File: config.mk
export PLATFORM = sky130hd
export DESIGN_NAME = rr_mux_n
export DESIGN_NICKNAME = d
export VERILOG_FILES = /design/src/rtl/rr_mux_n.sv
export SDC_FILE = /design/constraint.sdc
export NUM_CORES = 1
export LEC_CHECK = 0
export BUFFER_PORTS_ARGS = -buffer_cell sky130_fd_sc_hd__buf_2
export CORE_MARGIN = 2
export CORE_UTILIZATION = 48
export DETAILED_ROUTE_END_ITERATION = 7
export GPL_TIMING_DRIVEN = 0
export HOLD_SLACK_MARGIN = 0.05
export PLACE_DENSITY = 0.87
export SLEW_MARGIN = 20
export SYNTH_ARGS = -nofsm -noshare
export SYNTH_HDL_FRONTEND = slang
export SYNTH_SLANG_ARGS = --single-unit
File: constraint.sdc
create_clock -name clk -period 5.4 [get_ports clk]
set_input_delay 0.81 -clock clk [delete_from_list [all_inputs] [get_ports clk]]
set_output_delay 0.81 -clock clk [all_outputs]
set_load 0.005 [all_outputs]
File: src/rtl/rr_mux_n.sv
// Registered N:1 word multiplexer, round-robin or fixed-select, with valid/ready on every side.
// Latency: one clk edge from input acceptance to out_valid; full throughput of one word per cycle.
// Backpressure: out_valid && !out_ready freezes the output register and drops every in_ready.
module rr_mux_n #(
  parameter int N     = 8,
  parameter int W     = 16,
  parameter int SEL_W = 3,
  parameter int CNT_W = 16
) (
  input  logic               clk,
  input  logic               rst,
  input  logic [N*W-1:0]     in_data,
  input  logic [N-1:0]       in_valid,
  output logic [N-1:0]       in_ready,
  input  logic               mode,
  input  logic [SEL_W-1:0]   sel,
  output logic [W-1:0]       out_data,
  output logic [SEL_W-1:0]   out_sel,
  output logic               out_valid,
  input  logic               out_ready,
  output logic               sel_err,
  output logic [CNT_W-1:0]   xfer_cnt
);

  // Channel count and highest channel index at select width (+1 bit so N itself is representable).
  localparam logic [SEL_W:0]   NUM_CH  = (SEL_W+1)'(N);
  localparam logic [SEL_W-1:0] LAST_CH = SEL_W'(N - 1);

  // Architectural state
  logic [W-1:0]     out_data_q,  out_data_d;
  logic [SEL_W-1:0] out_sel_q,   out_sel_d;
  logic             out_valid_q, out_valid_d;
  logic [SEL_W-1:0] last_grant_q, last_grant_d;
  logic             sel_err_q,   sel_err_d;
  logic [CNT_W-1:0] xfer_cnt_q,  xfer_cnt_d;

  // Arbitration intermediates
  logic             load;
  logic             sel_oob;
  logic [N-1:0]     elig;
  logic             found_hi, found_lo;
  logic [SEL_W-1:0] g_hi, g_lo;
  logic [SEL_W-1:0] grant_idx;
  logic             grant_vld;

  // The output register can take a word when it is empty or its word leaves this cycle.
  assign load = !out_valid_q || out_ready;

  // A select outside 0..N-1 can only occur when N is not a power of two.
  assign sel_oob = ({1'b0, sel} >= NUM_CH);

  // Build the set of channels allowed to win this cycle for the current mode.
  always_comb begin
    elig = '0;
    for (int i = 0; i < N; i++) begin
      if (mode) begin
        elig[i] = in_valid[i] && (sel == SEL_W'(i));
      end else begin
        elig[i] = in_valid[i];
      end
    end
  end

  // Round-robin pick: lowest eligible index above last_grant, else lowest eligible overall (wrap).
  always_comb begin
    found_hi = 1'b0;
    found_lo = 1'b0;
    g_hi     = '0;
    g_lo     = '0;
    for (int i = 0; i < N; i++) begin
      if (elig[i]) begin
        if (!found_hi && (SEL_W'(i) > last_grant_q)) begin
          found_hi = 1'b1;
          g_hi     = SEL_W'(i);
        end
        if (!found_lo) begin
          found_lo = 1'b1;
          g_lo     = SEL_W'(i);
        end
      end
    end
    grant_idx = found_hi ? g_hi : g_lo;
  end

  // Reset suppresses any grant so no producer believes its word was taken.
  assign grant_vld = !rst && load && found_lo;

  // One-hot acceptance back to the winning producer.
  always_comb begin
    in_ready = '0;
    for (int i = 0; i < N; i++) begin
      in_ready[i] = grant_vld && (grant_idx == SEL_W'(i));
    end
  end

  // Next-state for the output stage, arbitration pointer, error flag and counter.
  always_comb begin
    out_data_d   = out_data_q;
    out_sel_d    = out_sel_q;
    out_valid_d  = out_valid_q;
    last_grant_d = last_grant_q;
    xfer_cnt_d   = xfer_cnt_q;
    sel_err_d    = sel_err_q | (mode & sel_oob);

    if (grant_vld) begin
      for (int i = 0; i < N; i++) begin
        if (grant_idx == SEL_W'(i)) begin
          out_data_d = in_data[i*W +: W];
        end
      end
      out_sel_d    = grant_idx;
      out_valid_d  = 1'b1;
      last_grant_d = grant_idx;
      xfer_cnt_d   = xfer_cnt_q + 1'b1;
    end else if (load) begin
      // Held word consumed (or register already empty) and nothing new to take.
      out_valid_d = 1'b0;
    end
  end

  // State registers with synchronous reset; reset drops any held word.
  always_ff @(posedge clk) begin
    if (rst) begin
      out_data_q   <= '0;
      out_sel_q    <= '0;
      out_valid_q  <= 1'b0;
      last_grant_q <= LAST_CH;
      sel_err_q    <= 1'b0;
      xfer_cnt_q   <= '0;
    end else begin
      out_data_q   <= out_data_d;
      out_sel_q    <= out_sel_d;
      out_valid_q  <= out_valid_d;
      last_grant_q <= last_grant_d;
      sel_err_q    <= sel_err_d;
      xfer_cnt_q   <= xfer_cnt_d;
    end
  end

  assign out_data  = out_data_q;
  assign out_sel   = out_sel_q;
  assign out_valid = out_valid_q;
  assign sel_err   = sel_err_q;
  assign xfer_cnt  = xfer_cnt_q;

endmodule

==> out/qor.yml <==
number_of_gates_resized_after_cts: 0
grtUsageTotal_pct: 31.8
synth_async_sr_flop_share_pct: 0
yosysWarningCount: 0
dp_worst_setup_slack_ps: 1120
post_synth_main_area_contributors: "dfxtp_1 25%, a22oi_1 8.0%, nor2_1 6.6%"
yosys-top-cells-count: "56 x nor2_1, 39 x dfxtp_1, 36 x nand2_1"
totalPowerFinal_uw: 1470
hold_path_end: "xfer_cnt[5]"
cts_num_sinks: 39
floorplan.io_pins: 188
finClkSkew_ps: 6.38
cellLeakagePower_uw: 0.00202
gr_ovfl_total: 0
detailroute.via_count: 4160
synth_sequential_area_ratio_pct: 24.6
ctsHoldBuffers: 0
multiInputGateArea_um2: 2210
numCtsBuffers: 5
timing.critical_path.cells: "buf_2 > buf_2 > o32ai_1 > nor2_1 > a21oi_1 > clkbuf_1 > nand2_1 > buf_2 > nor3_1 > buf_2"
number_of_global_route_vias_before_repair: 4013
seq_area_um2: 781
data_required_time_of_the_worst_path_ps: 4590
clock.fmax_ghz: 0.229
drive_gt1_share_pct: 38.2
place_congestion: 0.943
report.final.setup_viol: 0
post-synth-top-count-cell: "nor2_1"
relSlewSlack_pct: 56.5
hold-path-cell-count: 2
setup_ws_post_layout_ps: 1030
critical_path_class: "in -> out"
synthesis.instances: 415
drv_cap: 0
report.final.hold_viol_count: 0
syn_nets: 559
setup_repair_after_global_routing_missed_its_margin: "false"
peakVddDrop_mv: 0.212
die-height_um: 85.4
cts.root.buffer_cell: "clkbuf_8"
yosysTopAreaCell: "dfxtp_1"
ant_nets: 0
path_buf_inv: 5
detailed_place_hpwl_mm: 9.64
worst-endpoint-arrival_ps: 3560
worst-r2r-cell-count: 10
worst_r2r_startpoint: "last_grant_q[0]"
number_of_enable_type_register_cells_in_the_synthesized_netlist: 0
grt_first_pass_wirelength_mm: 18.7
syn2layout_area_growth_pct: 35.7
core.rowCount: 29
pin_count_of_the_biggest_net_entering_global_routing: 14
wl_per_cell_um: 17.7
dominantRegCellSynth: "dfxtp_1"
ys_ff_latch: 39
whs_ps: 498
ctsLongestPathBuffers: 2
fill_cells: 584
netlist_area_pre_place_um2: 3180
syn-mean-instance-area_um2: 7.66
routed_via_density: 6.07
outcome: "finished, final reports clean"
floorplan.die.width_um: 85.4
power_per_cell_area_nw_per_um2: 341
finalMaxSlewViolations: 0
diodes: 0
critPathMaxFanout: 10
crit_path_max_incr_delay_ps: 590
clock_latency_ps: 300
first_iter_violations: 229
drc: 0
crit_cells: 10
cts.htree.levels: 2
detail_route.first_pass.iterations: 6
tightest_pin_transition_ps: 651
fin_setup_tns_ps: 0
holdCritPathClass: "reg -> reg"
post_layout_min_period_ps: 4370
post-synth-top-area-fraction_pct: 24.6
cts_setup_buffers: 0
drt-total-wl_mm: 12.1
cpLargestDelayFamily: "buffers and inverters"
worst_hold_startpoint: "xfer_cnt[5]"
fin_nets: 751
tritoncts: "done"
worstReg2RegEnd: "out_data[0]"
placeableCoreArea_um2: 6390
min_period_over_period_pct: 80.8
start_util_pct: 49.8
dieArea_um2: 7290
crit_path_top_delay_cell: "o32ai_1"
crit_start: "sel[1]"
crit_path_start_kind: "input port"
port-buffer-count: 185
clk_pin_slew_ps: 80
path_common_cell: "buf_2"
worst_setup_path_end_kind: "output pin"
synth_cell_types: 68
regToRegSetupSlack_ps: 2270
number_of_antenna_violations_at_the_first_check_in_global_routing: 0
-- metal layers --
metal / part of all wire, % / GRT usage [%]
met1: 37 / 35.7
met2: 51 / 57.5
met3: 7.8 / 6.52
met4: 3.8 / 14.1
met5: 0 / 0
-- cell type report --
cell class                 instances  area share [%]
multi-input combinational        338            51.3
timing repair buffer             185            21.5
sequential                        39            18.1
buffer                            31            3.68
tap                               77            2.23
clock buffer                       5            1.60
clock inverter                     3            1.02
inverter                           7           0.609
-- registers in the layout, summed over array words and instances (netlist names) --
name and cells:
xfer_cnt 16, out_valid 1, out_sel 3, last_grant_q 3, out_data 16
-- where the power goes --
| part | internal, uW | total (uW) | switching (uW) |
|---|---|---|---|
| clock network | 138 | 253 | 115 |
| logic | 353 | 802 | 449 |
| registers | 360 | 415 | 55.0 |
| total | 851 | 1470 | 620 |
-- cell usage in the layout, fill, tap and decap left out, drive strengths merged, types with 2 or more instances in the layout --
cell / synthesis / final
a21oi: 13 / 13
nor2: 57 / 57
dfxtp: 39 / 39
clkinv: 0 / 2
inv: 7 / 7
buf: 21 / 206
nor3: 6 / 6
nor2b: 2 / 2
or3: 18 / 18
nand2b: 10 / 10
xor2: 8 / 8
o221ai: 6 / 6
o21ai: 21 / 21
mux2: 11 / 11
nand2: 36 / 36
a22o: 10 / 10
clkbuf: 10 / 15
o2bb2ai: 5 / 5
a2bb2oi: 5 / 5
nand3: 12 / 12
nand4: 5 / 5
and4b: 2 / 2
a41o: 5 / 5
and2: 2 / 2
or2: 2 / 2
or3b: 2 / 2
a211o: 3 / 3
xnor2: 3 / 3
o22ai: 21 / 21
o22a: 2 / 2
a22oi: 34 / 34
a41oi: 2 / 2
a2111oi: 2 / 2
mux2i: 6 / 6
nor3b: 2 / 2
-- kinds of logic (layout without fill, tap and decap cells) --
family	count (synthesis)	in the layout	share of synthesized area, %
AND/OR/NAND/NOR	164	164	25.5
AO/OA/AOI/OAI	144	144	34.8
flip-flops	39	39	24.6
buffers and inverters	38	231	5.82
multiplexers	17	17	5.79
XOR/XNOR	11	11	3.03
adder cells (fa/ha/maj)	1	1	0.393
other	1	1	0.118
-- tightest hold or removal path, cell delays in order, from the launching register on --
cell,delay [ps]
dfxtp_1,330
o21ai_0,70
a21oi_1,60
-- worst max path at each step --
stage	end	slack, ps
after floorplan	in_ready[5]	1870
after global placement	in_ready[3]	1150
after detailed placement	in_ready[2]	1120
after CTS	in_ready[2]	1080
after global routing	in_ready[3]	820
final	in_ready[2]	1030
-- metrics by stage --
stage | std cells | instance area [um2] | utilization [%]
5_1_grt | 685 | 4310 | 67.6
2_1_floorplan | 415 | 3180 | -
3_3_place_gp | 677 | 4200 | 65.8
6_report | 685 | 4310 | 67.6
3_5_place_dp | 677 | 4200 | 65.8
4_1_cts | 685 | 4310 | 67.6
(Power assumes the default switching activity.)
